## src/rtl/fetch_controller_pkg.sv

```systemverilog
// Shared definitions for the fetch controller: FSM states, PC step size and
// the word-address width helper used to size the loader pointer.
package fetch_controller_pkg;

    typedef enum logic [1:0] {
        ST_LOAD = 2'd0,
        ST_RUN  = 2'd1,
        ST_HALT = 2'd2
    } fetch_state_t;

    localparam logic [31:0] PC_STEP = 32'd4;

    // Bits needed to index a memory of 'depth' words (at least one bit).
    function automatic int word_addr_w(input int depth);
        return (depth > 1) ? $clog2(depth) : 1;
    endfunction

endpackage

```

## src/rtl/fetch_controller_if.sv

```systemverilog
// Loader, pipeline-control and instruction-memory signals of the fetch
// controller. The controller uses the slave view; its environment uses master.
interface fetch_controller_if;

    logic        load_valid;
    logic [31:0] load_data;
    logic        load_done;
    logic        load_ready;

    logic        stall;
    logic        redirect_valid;
    logic [31:0] redirect_pc;
    logic        halt;

    logic [31:0] imem_addr;
    logic        imem_we;
    logic [31:0] imem_wdata;

    logic [31:0] pc;
    logic        pc_valid;
    logic        fault;

    modport master (
        output load_valid, load_data, load_done,
        output stall, redirect_valid, redirect_pc, halt,
        input  load_ready, imem_addr, imem_we, imem_wdata,
        input  pc, pc_valid, fault
    );

    modport slave (
        input  load_valid, load_data, load_done,
        input  stall, redirect_valid, redirect_pc, halt,
        output load_ready, imem_addr, imem_we, imem_wdata,
        output pc, pc_valid, fault
    );

endinterface

```

## src/rtl/fetch_controller_pc_next_sel.sv

```systemverilog
// Next-PC selection while running: applies halt > redirect > stall > step
// priority and flags targets that fall outside the loaded instruction memory.
module fetch_controller_pc_next_sel
    import fetch_controller_pkg::*;
#(
    parameter int INSTR_DEPTH = 1024
) (
    input  logic [31:0] pc,
    input  logic        stall,
    input  logic        redirect_valid,
    input  logic [31:0] redirect_pc,
    input  logic        halt,
    output logic [31:0] next_pc,
    output logic        go_halt,
    output logic        set_fault
);

    // Byte size of the memory; 33 bits so the top word plus one step never wraps.
    localparam logic [32:0] MEM_BYTES = 33'(INSTR_DEPTH) << 2;

    logic [32:0] inc_wide;
    logic        redirect_bad;
    logic        inc_over;

    assign inc_wide     = {1'b0, pc} + 33'(PC_STEP);
    assign inc_over     = (inc_wide >= MEM_BYTES);
    assign redirect_bad = (redirect_pc[1:0] != 2'b00) || ({1'b0, redirect_pc} >= MEM_BYTES);

    // Priority chain; any fault or halt keeps the current PC.
    always_comb begin
        next_pc   = pc;
        go_halt   = 1'b0;
        set_fault = 1'b0;
        if (halt) begin
            go_halt = 1'b1;
        end else if (redirect_valid) begin
            if (redirect_bad) begin
                go_halt   = 1'b1;
                set_fault = 1'b1;
            end else begin
                next_pc = redirect_pc;
            end
        end else if (!stall) begin
            if (inc_over) begin
                go_halt   = 1'b1;
                set_fault = 1'b1;
            end else begin
                next_pc = inc_wide[31:0];
            end
        end
    end

endmodule

```

## src/rtl/fetch_controller.sv

```systemverilog
// Fetch controller: loads a program into instruction memory, then streams
// sequential fetch addresses with stall/redirect/halt control and a sticky
// fault flag for out-of-range accesses.
module fetch_controller
    import fetch_controller_pkg::*;
#(
    parameter int          INSTR_DEPTH = 1024,
    parameter logic [31:0] RESET_PC    = 32'h0000_0000
) (
    input  logic          clk,
    input  logic          reset,
    fetch_controller_if.slave bus
);

    // One extra bit so the pointer can hold INSTR_DEPTH (memory full).
    localparam int             PTR_W    = word_addr_w(INSTR_DEPTH) + 1;
    localparam logic [PTR_W-1:0] PTR_FULL = PTR_W'(INSTR_DEPTH);

    fetch_state_t     state, state_next;
    logic [PTR_W-1:0] load_ptr, load_ptr_next;
    logic [31:0]      pc_q, pc_next;
    logic             fault_q, fault_next;

    logic [31:0]      sel_pc;
    logic             sel_halt;
    logic             sel_fault;

    logic [31:0]      imem_addr;
    logic             imem_we;
    logic             load_ready;
    logic             pc_valid;

    fetch_controller_pc_next_sel #(
        .INSTR_DEPTH (INSTR_DEPTH)
    ) u_pc_next_sel (
        .pc             (pc_q),
        .stall          (bus.stall),
        .redirect_valid (bus.redirect_valid),
        .redirect_pc    (bus.redirect_pc),
        .halt           (bus.halt),
        .next_pc        (sel_pc),
        .go_halt        (sel_halt),
        .set_fault      (sel_fault)
    );

    // State, loader pointer, PC and fault registers with asynchronous reset.
    always_ff @(posedge clk or posedge reset) begin
        if (reset) begin
            state    <= ST_LOAD;
            load_ptr <= '0;
            pc_q     <= RESET_PC;
            fault_q  <= 1'b0;
        end else begin
            state    <= state_next;
            load_ptr <= load_ptr_next;
            pc_q     <= pc_next;
            fault_q  <= fault_next;
        end
    end

    // Next-state and output decode; outputs are gated while reset is held.
    always_comb begin
        state_next    = state;
        load_ptr_next = load_ptr;
        pc_next       = pc_q;
        fault_next    = fault_q;
        imem_we       = 1'b0;
        imem_addr     = pc_q;
        load_ready    = 1'b0;
        pc_valid      = 1'b0;
        unique case (state)
            ST_LOAD: begin
                load_ready = ~reset;
                imem_addr  = 32'(load_ptr) << 2;
                if (bus.load_valid && (load_ptr == PTR_FULL)) begin
                    fault_next = 1'b1;
                    state_next = ST_HALT;
                end else begin
                    if (bus.load_valid) begin
                        imem_we       = ~reset;
                        load_ptr_next = load_ptr + PTR_W'(1);
                    end
                    if (bus.load_done) begin
                        state_next = ST_RUN;
                        pc_next    = RESET_PC;
                    end
                end
            end
            ST_RUN: begin
                pc_valid = ~reset;
                pc_next  = sel_pc;
                if (sel_fault) fault_next = 1'b1;
                if (sel_halt)  state_next = ST_HALT;
            end
            default: begin
            end
        endcase
    end

    assign bus.imem_addr  = imem_addr;
    assign bus.imem_we    = imem_we;
    assign bus.imem_wdata = bus.load_data;
    assign bus.load_ready = load_ready;
    assign bus.pc         = pc_q;
    assign bus.pc_valid   = pc_valid;
    assign bus.fault      = fault_q;

endmodule

```

## src/flat_wrapper.sv

```systemverilog
// flat-port wrapper written by rule: the top's interface ports become plain ports
module fetch_controller_flat import fetch_controller_pkg::*;
#(
    parameter int          INSTR_DEPTH = 1024,
    parameter logic [31:0] RESET_PC    = 32'h0000_0000
)
  (clk, reset, bus_load_valid, bus_load_data, bus_load_done, bus_stall, bus_redirect_valid, bus_redirect_pc, bus_halt, bus_load_ready, bus_imem_addr, bus_imem_we, bus_imem_wdata, bus_pc, bus_pc_valid, bus_fault);
  fetch_controller_if bus_i ();
  input  logic clk;
  input  logic reset;
  input wire logic [$bits(bus_i.load_valid)-1:0] bus_load_valid;
  input wire logic [$bits(bus_i.load_data)-1:0] bus_load_data;
  input wire logic [$bits(bus_i.load_done)-1:0] bus_load_done;
  input wire logic [$bits(bus_i.stall)-1:0] bus_stall;
  input wire logic [$bits(bus_i.redirect_valid)-1:0] bus_redirect_valid;
  input wire logic [$bits(bus_i.redirect_pc)-1:0] bus_redirect_pc;
  input wire logic [$bits(bus_i.halt)-1:0] bus_halt;
  output wire logic [$bits(bus_i.load_ready)-1:0] bus_load_ready;
  output wire logic [$bits(bus_i.imem_addr)-1:0] bus_imem_addr;
  output wire logic [$bits(bus_i.imem_we)-1:0] bus_imem_we;
  output wire logic [$bits(bus_i.imem_wdata)-1:0] bus_imem_wdata;
  output wire logic [$bits(bus_i.pc)-1:0] bus_pc;
  output wire logic [$bits(bus_i.pc_valid)-1:0] bus_pc_valid;
  output wire logic [$bits(bus_i.fault)-1:0] bus_fault;
  assign bus_i.load_valid = bus_load_valid;
  assign bus_i.load_data = bus_load_data;
  assign bus_i.load_done = bus_load_done;
  assign bus_i.stall = bus_stall;
  assign bus_i.redirect_valid = bus_redirect_valid;
  assign bus_i.redirect_pc = bus_redirect_pc;
  assign bus_i.halt = bus_halt;
  assign bus_load_ready = bus_i.load_ready;
  assign bus_imem_addr = bus_i.imem_addr;
  assign bus_imem_we = bus_i.imem_we;
  assign bus_imem_wdata = bus_i.imem_wdata;
  assign bus_pc = bus_i.pc;
  assign bus_pc_valid = bus_i.pc_valid;
  assign bus_fault = bus_i.fault;
  fetch_controller #(.INSTR_DEPTH(INSTR_DEPTH), .RESET_PC(RESET_PC)) u_core (.clk(clk), .reset(reset), .bus(bus_i));
endmodule
```

## config.mk

```make
export PLATFORM = sky130hd
export DESIGN_NAME = fetch_controller_flat
export DESIGN_NICKNAME = d
export VERILOG_FILES = /design/src/rtl/fetch_controller_pkg.sv /design/src/rtl/fetch_controller_if.sv /design/src/rtl/fetch_controller_pc_next_sel.sv /design/src/rtl/fetch_controller.sv /design/src/flat_wrapper.sv
export SDC_FILE = /design/constraint.sdc
export NUM_CORES = 1
export LEC_CHECK = 0
export BUFFER_PORTS_ARGS = -buffer_cell sky130_fd_sc_hd__buf_2
export CAP_MARGIN = 5
export CORE_ASPECT_RATIO = 1.75
export CORE_MARGIN = 2
export CORE_UTILIZATION = 40
export CTS_CLUSTER_SIZE = 10
export DETAILED_ROUTE_END_ITERATION = 8
export PLACE_DENSITY = 0.79
export SLEW_MARGIN = 20
export SYNTH_ARGS = -nofsm -noshare
export SYNTH_HDL_FRONTEND = slang
export SYNTH_HIERARCHICAL = 1
export SYNTH_SLANG_ARGS = --single-unit
```

## constraint.sdc

```tcl
create_clock -name clk -period 3.8 [get_ports clk]
set_input_delay 0.57 -clock clk [delete_from_list [all_inputs] [get_ports clk]]
set_output_delay 0.57 -clock clk [all_outputs]
set_load 0.01 [all_outputs]
```

## Yosys cells after proc, flatten, opt, wreduce, memory -nomap -nowiden

Cells that the tools add are included.

- Word-level logic and storage cells: 58
- Memories kept: 0
- Output and inout bits: 100
- Register bits: 46
- Bits in latches: 0
- Bits of input ports: 71
- RAM bits: 0
- ROM bits: 0

- Reduce and logical (&&, ||, !) cells: 9
- Muxes and demuxes: 27
- Bitwise gates (word level): 2
- Shift operators: 0
- $add $sub $neg: 2
- $lt $le $gt $ge: 2
- Eq/ne operators: 12
- Div/mod/pow operators: 0
- Multipliers: 0

Operators with widths:

| operator | count |
|---|---|
| $mux 32 | 8 |
| $pmux 32 s2 | 1 |
| $add 32x3->33 const B | 1 |
| $ge 33x13->1 const B | 1 |
| $ge 32x13->1 const B | 1 |
| $mux 1 | 13 |
| $add 11x1->11 const B | 1 |
| $eq 11x11->1 const B | 1 |
| $ne 3x3->1 const B | 3 |
| $reduce_and 3->1 | 3 |
| $reduce_and 7->1 | 1 |
| $mux 2 | 3 |
| $ne 2x1->1 const B | 3 |
| $ne 2x2->1 const B | 3 |
| $pmux 2 s2 | 1 |
| $reduce_bool 2->1 | 2 |
| $ne 3x2->1 const B | 1 |
| $eq 2x1->1 const B | 1 |
| $logic_not 2->1 | 1 |
| $not 1->1 | 2 |
| $pmux 1 s2 | 1 |
| $logic_and 1x1->1 | 1 |
| $logic_or 1x1->1 | 1 |

## Longest topological paths before layout

Gate-level depths: netlist (run 1).

- Depth in word-level cells: 8
- Gate-level depth with buffers: 13
- Mapped depth without buffers: 11

## Hierarchy

Netlist (run 1), hierarchy kept.

By module, submodules not included:

| module | cells an instance | times used | area an instance (um^2) | seq. area each (um^2) |
|---|---|---|---|---|
| fetch_controller | 252 | 1 | 2716.4 | 1151.1 |
| fetch_controller_pc_next_sel | 220 | 1 | 1358.8 | 0.0 |

## Worst setup path before layout (run 1)

OpenSTA, ideal clock, no wires.

- Path type: register to register
- Start: reg u_core.pc_q[2], in the netlist u_core/bus.pc[2]
- End: reg u_core.pc_q[11], in the netlist u_core/bus.pc[11]
- Buffers on the path: 0
- Clock period less this slack: 3030 ps
- Setup slack: 770 ps
- Required time: 3727 ps
- Cell stages (with the launch flop): 12
- Setup time: 73 ps
- Arrival: 2957 ps
- Cell sequence: dfrtp_1 > ha_1 > nand3_1 > nor4_4 > nand3_1 > xnor2_1 > o22ai_1 > o2111ai_2 > or4_1 > a221oi_2 > mux2i_1 > a21oi_2

- Word-level cells in the longest chain between the ends: 6
- Elaborated cells between the ends (all ways): 9
- Those cells by class: add/sub (1); order compare (1); eq/ne (1); mux (5); reduce/logical (1)

RTL lines:

| item | line | source |
|---|---|---|
| from (decl) | fetch_controller.sv:21 | `logic [31:0] pc_q, pc_next;` |
| from (signal assigned) | fetch_controller.sv:56 | `pc_q <= pc_next;` |
| $add 32x3->33 | fetch_controller_pc_next_sel.sv:25 | `assign inc_wide = {1'b0, pc} + 33'(PC_STEP);` |
| $mux 32 | fetch_controller_pc_next_sel.sv:44 | `if (inc_over) begin` |
| $mux 32 | fetch_controller_pc_next_sel.sv:43 | `end else if (!stall) begin` |
| $mux 32 | fetch_controller_pc_next_sel.sv:36 | `end else if (redirect_valid) begin` |
| $mux 32 | fetch_controller_pc_next_sel.sv:34 | `if (halt) begin` |
| named net u_core.sel_pc[11] | fetch_controller.sv:24 | `logic [31:0] sel_pc;` |
| $pmux 32 s2 | fetch_controller.sv:71 | `unique case (state)` |

The timed path passes the listed nets, and every way through them passes these cells. The select of a mux whose other input is x is not followed.
A chain may end at the register's enable or synchronous reset.

## Final worst setup path (run 1)

- Start: reg u_core.pc_q[3], in the netlist u_core/bus.pc[3]
- End: reg u_core.pc_q[11], in the netlist u_core/bus.pc[11]

The elaborated chain is that of the path after synthesis.

==> metrics.md, run 1 <==
| Metric | Value |
|---|---|
| Synth area leader | `dfrtp_1` |
| Global-route wire length before repair | `19300 um` |
| Crit-path max cell delay | `0.60 ns` |
| Routability cong. | `0.873` |
| Postcts setup bufs | `0` |
| Clock transition at path regs | `0.07 ns` |
| Total CTS buffers | `5` |
| Port Buf Inserts | `106` |
| Total global-route track usage | `0.224` |
| Hold Crit Class | `input pin to asynchronous set/reset pin` |
| First-pass detailed-route iteration total | `5` |
| Ys flop type | `dfrtp_1` |
| Worst-Skew Late Latency | `0.29 ns` |
| P_leak | `2.31 nW` |
| Maximum vdd drop | `0.347 mV` |
| Ys async rst share | `1.00` |
| CTS tree | `built` |
| Slew headroom | `0.435` |
| Critical-path cell list | `ha_1 -> nand3_1 -> nor4_4 -> nand3_1 -> xnor2_1 -> o22ai_1 -> o2111ai_2 -> or4_1 -> a221oi_2 -> mux2i_1 -> a21oi_2` |
| Most used cell, CP | `nand3_1` |
| I/O pins | `171` |
| Crit path required time | `4.01 ns` |
| Gate Count Post-Synth | `472` |
| Crit path launch type | `flip-flop` |
| #FFs+latches synth | `46` |
| Routed wire per std cell | `18.1 um` |
| Vias in the first global route | `3984` |
| Share of layout cells above drive strength 1 | `0.336` |
| Antenna violations before repair | `0` |
| Aggregate global routing overflow | `0` |
| Max Slew Vio Count | `0` |
| Max Clock Freq | `278 MHz` |
| Final Hold Fails | `0` |
| CORE AREA | `9910 um^2` |
| ANT nets after route | `0` |
| Net count, final | `623` |
| Synth warnings | `6` |
| Initial Util | `0.411` |
| H-tree levels | `2` |
| Hold_ws | `0.475 ns` |
| Maximum root-to-sink buffer count | `2` |
| Synth Net Count | `546` |
| Pin count of the biggest net entering global routing | `38` |
| Synthesized area | `4080 um^2` |
| Cell variety after synth | `67` |
| CTS Sinks | `46` |
| CTS Hold Bufs | `0` |
| Crit. End Element | `flip-flop` |
| CP max FO | `11` |
| CP Class | `flip-flop to flip-flop` |
| Most common cell in the synthesized netlist | `dfrtp_1` |
| RSZ-0062 raised after global routing | `no` |
| Worst Reg-to-Reg Cells | `11` |
| Worst Max-Slew Pin Slew | `0.846 ns` |
| EDFF count, synth | `0` |
| Die Ht | `138 um` |
| Synth cell count leaders | `46 x dfrtp_1, 45 x and2_1, 35 x buf_4` |
| Sequential-to-total area share from yosys stat | `0.282` |
| Placed wire-length estimate after detailed placement | `9050 um` |
| Slowest cell on crit path | `or4_1` |
| Total wire length | `12200 um` |
| Core Rows | `48` |
| Crit path launch | `u_core/bus.pc[3]` |
| Initial DRC count | `221` |
| Final setup viols | `0` |
| Avg Inst Size Synth | `8.63 um^2` |
| Sum Neg Setup Slack | `0 ns` |
| Antenna cells | `0` |
| Layout area overhead | `15.8%` |
| Share of the synthesized area in the top cell type | `0.282` |
| Total number of vias | `3971` |
| Final core utilization | `0.476` |
| Final worst-path cycle share | `0.947` |
| Maxcap violations | `0` |
| Root Buffer | `clkbuf_16` |
| Post-CTS Resized | `0` |
| Post-route DRC violation count | `0` |
| Die area | `11000 um^2` |
| Pwr Density | `365 nW/um^2` |
| Largest cells by area after synthesis | `dfrtp_1 28%, mux2i_1 7.9%, and2_1 6.9%, buf_4 6.4%, a21oi_2 4.3%` |
| Worst Path Arrival | `3.81 ns` |
| Crit Reg-Reg Startpoint | `u_core/bus.pc[3]` |
| Skew final | `0.00719 ns` |
| Via-per-instance ratio | `5.88` |
| Status | `completed` |
| Post-route minimum period | `3.60 ns` |
| Die Wd | `80.3 um` |
==> critical path, delay by kind of cell (launching register included) <==
| family | cells | cell delay (ns) |
|---|---|---|
| adder cells (fa/ha/maj) | 1 | 0.33 |
| flip-flops | 1 | 0.49 |
| AND/OR/NAND/NOR | 4 | 1.46 |
| XOR/XNOR | 1 | 0.19 |
| AO/OA/AOI/OAI | 4 | 0.93 |
| multiplexers | 1 | 0.11 |
==> kinds of logic after synthesis <==
family                     synth area share
AOI/OAI and AO/OA                     0.192
xor gates and xnor gates             0.0365
adders and majority gates           0.00921
buffers and inverters                 0.109
DFF                                   0.282
and+or+nand+nor                       0.267
muxes                                 0.103
==> final timing paths <==
| check | end | slack, ns |
|---|---|---|
| max in group asynchronous | u_core/bus.pc[16] | 2.41 |
| worst min register to register | u_core/bus.fault | 0.49 |
| worst min-delay path | u_core/bus.pc[10] | 0.47 |
| worst max-delay path | u_core/bus.pc[11] | 0.20 |
| min in group clk | u_core/bus.fault | 0.49 |
| worst max register to register | u_core/bus.pc[11] | 0.20 |
==> sequential cells by signal, indices dropped and copies added, names as in the netlist <==
signal	cells
u_core/load_ptr	11
u_core/bus.pc	32
u_core/bus.fault	1
u_core/state	2
==> layer usage <==
metal	wire, um	vias to the layer above	share of wire	global-route usage
li1	-	1830	-	-
met1	4650	1940	0.38	0.245
met2	6410	149	0.52	0.406
met3	579	52	0.047	0.0275
met4	592	0	0.048	0.131
met5	0	-	0	0
==> stage by stage <==
step / power (mW) / cell area (um^2) / worst slack [ns] / cells
3_5_place_dp: 1.22 / 4550 / 0.274 / 667
2_1_floorplan: 1.01 / 4080 / 0.770 / 472
5_1_grt: 1.81 / 4720 / 0.0220 / 675
6_report: 1.72 / 4720 / 0.203 / 675
3_3_place_gp: 1.21 / 4550 / 0.410 / 667
4_1_cts: 1.73 / 4720 / 0.263 / 675
==> report_power, final <==
group          internal (mW)  switching (mW)  total [mW]
clock                  0.312           0.191       0.502
sequential             0.547          0.0900       0.637
combinational          0.263           0.321       0.584
total                   1.12           0.602        1.72
==> cells in the final DEF (no fill, tap or decap), drive strengths merged, types with 2 or more instances in the layout <==
master,n
and3,7
clkinv,2
o22ai,8
clkbuf,5
a2111oi,2
nor2,27
buf,131
xnor2,11
o21ai,19
nand2b,2
o41ai,2
o211a,2
or2,4
nor4,16
a311o,2
a31o,2
nand4,10
xor2,6
dfrtp,46
ha,3
a21oi,43
nor3,15
mux2i,32
nand2,30
a311oi,2
a22o,2
or4,3
mux2,9
o31a,6
a31oi,3
a211oi,3
and2,45
o311a,3
inv,12
nand3,19
==> layout make-up <==
cell class                      count  area, um^2
Tap cell                          125         156
Multi-Input combinational cell    353        2480
Fill cell                        1002        5190
Inverter                           12        45.0
Clock buffer                        5         125
Clock inverter                      3        43.8
Timing Repair Buffer              131         718
Sequential cell                    46        1150
Note: power is estimated with default switching activity, not from simulation.
==> inputs of run 2 (changes only) <==
Settings changed: PLACE_DENSITY 0.79 to 0.82, SYNTH_HIERARCHICAL 1 to unset.
==> run 2 against run 1 <==
  * Critical path depth shrank 1
  * Via count shrank 22%
  * Hold slack gained 0.0072 ns
  * Clock-buffer cell count grew 1
  * Sequential cell count is the same
  * Critical endpoint is now u_core.bus.pc[8]
  * Non-clock buffer count shrank 18
  * Largest cell class unchanged
  * Power shrank 43%
  * Final cell count shrank 21%
==> metrics.md, run 2 <==
| Metric | Value |
|---|---|
| Slew headroom | `0.500 (+0.0649)` |
| Commonest non-fill, non-tap cell in the layout | `buf_2` |
| H-tree levels | `2 (unchanged)` |
| Synth warnings | `0 (-6)` |
| Synthesized area | `3250 um^2 (-20%)` |
| Post-route minimum period | `3.37 ns (-0.228 ns)` |
| Slowest cell on crit path | `or4_4` |
| Clock transition at path regs | `0.06 ns (about the same)` |
| I/O pins | `171 (unchanged)` |
| Pwr Density | `259 nW/um^2 (-29%)` |
| Critical-path cell list | `ha_1 -> nand3_4 -> or4_4 -> a2111oi_0 -> o22ai_1 -> a211oi_2 -> a31oi_2 -> buf_4 -> o21ai_0 -> o21ai_1` |
| Post-CTS Resized | `0 (unchanged)` |
| #FFs+latches synth | `46 (unchanged)` |
| Core Rows | `43 (-10%)` |
| Layout area overhead | `16.8%` |
| Initial Util | `0.410 (-0.000859)` |
| Routability cong. | `0.944 (+8.2%)` |
| Crit path launch type | `flip-flop` |
| Most common cell in the synthesized netlist | `dfrtp_1` |
| Worst Path Arrival | `3.54 ns (-0.27 ns)` |
| Skew final | `0.00699 ns (-0.000194 ns)` |
| Initial DRC count | `202 (-8.6%)` |
| Final setup viols | `0 (unchanged)` |
| Maximum root-to-sink buffer count | `2 (unchanged)` |
| Status | `completed` |
| Maximum vdd drop | `0.203 mV (-41%)` |
| Hold Crit Class | `flip-flop to flip-flop` |
| Die Wd | `72.1 um (-10%)` |
| Share of the synthesized area in the top cell type | `0.355 (+0.0722)` |
| Final worst-path cycle share | `0.887 (-0.0600)` |
| Worst Reg-to-Reg Cells | `10 (-1)` |
| EDFF count, synth | `0 (unchanged)` |
| CORE AREA | `7910 um^2 (-20%)` |
| P_leak | `1.87 nW (-19%)` |
| Antenna cells | `0 (unchanged)` |
| Ys async rst share | `1.00 (unchanged)` |
| Sequential-to-total area share from yosys stat | `0.355 (+0.0722)` |
| CTS tree | `built` |
| Worst-Skew Late Latency | `0.29 ns (about the same)` |
| Max Clock Freq | `297 MHz (+6.8%)` |
| Port Buf Inserts | `106 (unchanged)` |
| Crit path required time | `3.97 ns (-0.04 ns)` |
| Final core utilization | `0.479 (+0.00281)` |
| Crit-path max cell delay | `0.53 ns (-0.07 ns)` |
| Final Hold Fails | `0 (unchanged)` |
| Worst hold start | `u_core.bus.fault` |
| Max Slew Vio Count | `0 (unchanged)` |
| Synth area leader | `dfrtp_1` |
| Vias in the first global route | `3029 (-24%)` |
| Max reg flops | `32 (unchanged)` |
| CP Class | `flip-flop to flip-flop` |
| Maxcap violations | `0 (unchanged)` |
| Total global-route track usage | `0.226 (+0.00205)` |
| Crit. End Element | `flip-flop` |
| Commonest cells after routing, fill and taps aside | `106 x buf_2, 46 x dfrtp_1, 24 x and2_1` |
| Hold endpoint | `u_core.bus.fault` |
| Crit Reg-Reg Startpoint | `u_core.bus.pc[2]` |
| CTS Hold Bufs | `0 (unchanged)` |
| Sum Neg Setup Slack | `0 ns (unchanged)` |
| CP max FO | `15 (+4)` |
| RR Endpoint | `u_core.bus.pc[8]` |
| CTS Sinks | `46 (unchanged)` |
| WHS Path Cells | `1` |
| Gate Count Post-Synth | `365 (-23%)` |
| Aggregate global routing overflow | `0 (unchanged)` |
| Root Buffer | `clkbuf_16` |
| Hold_ws | `0.482 ns (+0.00723 ns)` |
| RSZ-0062 raised after global routing | `no` |
| Antenna violations before repair | `0 (unchanged)` |
| Placed wire-length estimate after detailed placement | `7620 um (-16%)` |
| Avg Inst Size Synth | `8.89 um^2 (+3.0%)` |
| First-pass detailed-route iteration total | `4 (-1)` |
| Postcts setup bufs | `0 (unchanged)` |
| Share of layout cells above drive strength 1 | `0.334 (-0.00227)` |
| Routed wire per std cell | `18.3 um (+1.2%)` |
| Post-route DRC violation count | `0 (unchanged)` |
| Worst Max-Slew Pin Slew | `0.740 ns (-0.106 ns)` |
| Net count, final | `514 (-17%)` |
| Cell variety after synth | `61 (-9.0%)` |
| Pin count of the biggest net entering global routing | `47 (+24%)` |
| Die area | `8880 um^2 (-20%)` |
| Synth cell count leaders | `46 x dfrtp_1, 32 x buf_4, 24 x and2_1` |
| Total CTS buffers | `5 (unchanged)` |
| Global-route wire length before repair | `15500 um (-20%)` |
| Total wire length | `9720 um (-21%)` |
| Synth Net Count | `439 (-20%)` |
| Largest cells by area after synthesis | `dfrtp_1 35%, buf_4 7.4%, and2_1 4.6%, nor2b_1 4.4%, mux2_2 3.8%` |
| ANT nets after route | `0 (unchanged)` |
| Ys flop type | `dfrtp_1` |
| Via-per-instance ratio | `5.86 (-0.42%)` |
| Flop-to-flop setup slack | `0.43 ns (+0.23 ns)` |
| Total number of vias | `3105 (-22%)` |
| Die Ht | `123 um (-10%)` |
[run 2: cell types whose count changed after synthesis, moves of 6 or more]
| cell | delta |
|---|---|
| nor2b_1 | +22 |
| buf_2 | -11 |
| nand2_1 | -11 |
| o31ai_1 | +7 |
| o22ai_1 | -6 |
| a21oi_1 | -14 |
| mux2i_1 | -31 |
| a21oi_2 | -20 |
| and2_1 | -21 |
| nor2_1 | -10 |
| nand4_1 | +7 |
[run 2: logic make-up after synthesis]
family / synth area share
xor+xnor: 0.0324
simple gates: 0.325
compound gates: 0.133
flops: 0.355
fa+ha+maj: 0.0116
mux: 0.0412
buf+inv: 0.102
[run 2: critical path, delay by kind of cell, from the launching register on]
family                   cells  cell delay, ns
flip-flops                   1            0.46
AO/OA/AOI/OAI                6            1.52
AND/OR/NAND/NOR              2            0.69
adder cells (fa/ha/maj)      1            0.29
buffers and inverters        1            0.29
[run 2: layer usage]
metal,global-route usage,wire [um],vias up,part of all wire
met1,0.252,3470,1467,0.36
met4,0.143,514,0,0.053
met5,0,0,-,0
met2,0.398,5180,133,0.53
met3,0.0285,557,48,0.057
li1,-,-,1457,-
[run 2: layout make-up]
| type | count | area [um^2] |
|---|---|---|
| clock buffer | 6 | 129 |
| multi-input combinational | 263 | 1770 |
| sequential | 46 | 1150 |
| tap | 90 | 113 |
| inverter | 11 | 41.3 |
| clock inverter | 1 | 7.51 |
| fill | 744 | 4120 |
| timing repair buffer | 113 | 583 |
[run 2: where the power goes]
| group | internal [mW] | switching [mW] |
|---|---|---|
| Clock | 0.240 | 0.180 |
| Combinational | 0.0277 | 0.0381 |
| Sequential | 0.492 | 0.00408 |
[run 2: metrics by stage]
| stage | cell area [um^2] | cells | total power [mW] | setup slack (ns) |
|---|---|---|---|---|
| final | 3790 | 530 | 0.982 | 0.431 |
| after global routing | 3790 | 530 | 1.01 | 0.162 |
| after CTS | 3790 | 530 | 0.984 | 0.467 |
| after detailed placement | 3650 | 523 | 0.572 | 0.496 |
| after global placement | 3650 | 523 | 0.571 | 0.610 |
| after floorplan | 3250 | 365 | 0.566 | 0.860 |
[run 2: worst max-delay path by stage]
stage / start / end / slack, ns / cells after the start
after global placement: u_core.bus.pc[2] / u_core.bus.pc[10] / 0.61 / 10
after global routing: u_core.bus.pc[2] / u_core.bus.pc[8] / 0.16 / 10
after floorplan: u_core.bus.pc[2] / u_core.bus.fault / 0.86 / 9
after detailed placement: u_core.bus.pc[3] / u_core.bus.pc[8] / 0.50 / 10
final: u_core.bus.pc[2] / u_core.bus.pc[8] / 0.43 / 10
after CTS: u_core.bus.pc[2] / u_core.bus.pc[8] / 0.47 / 10
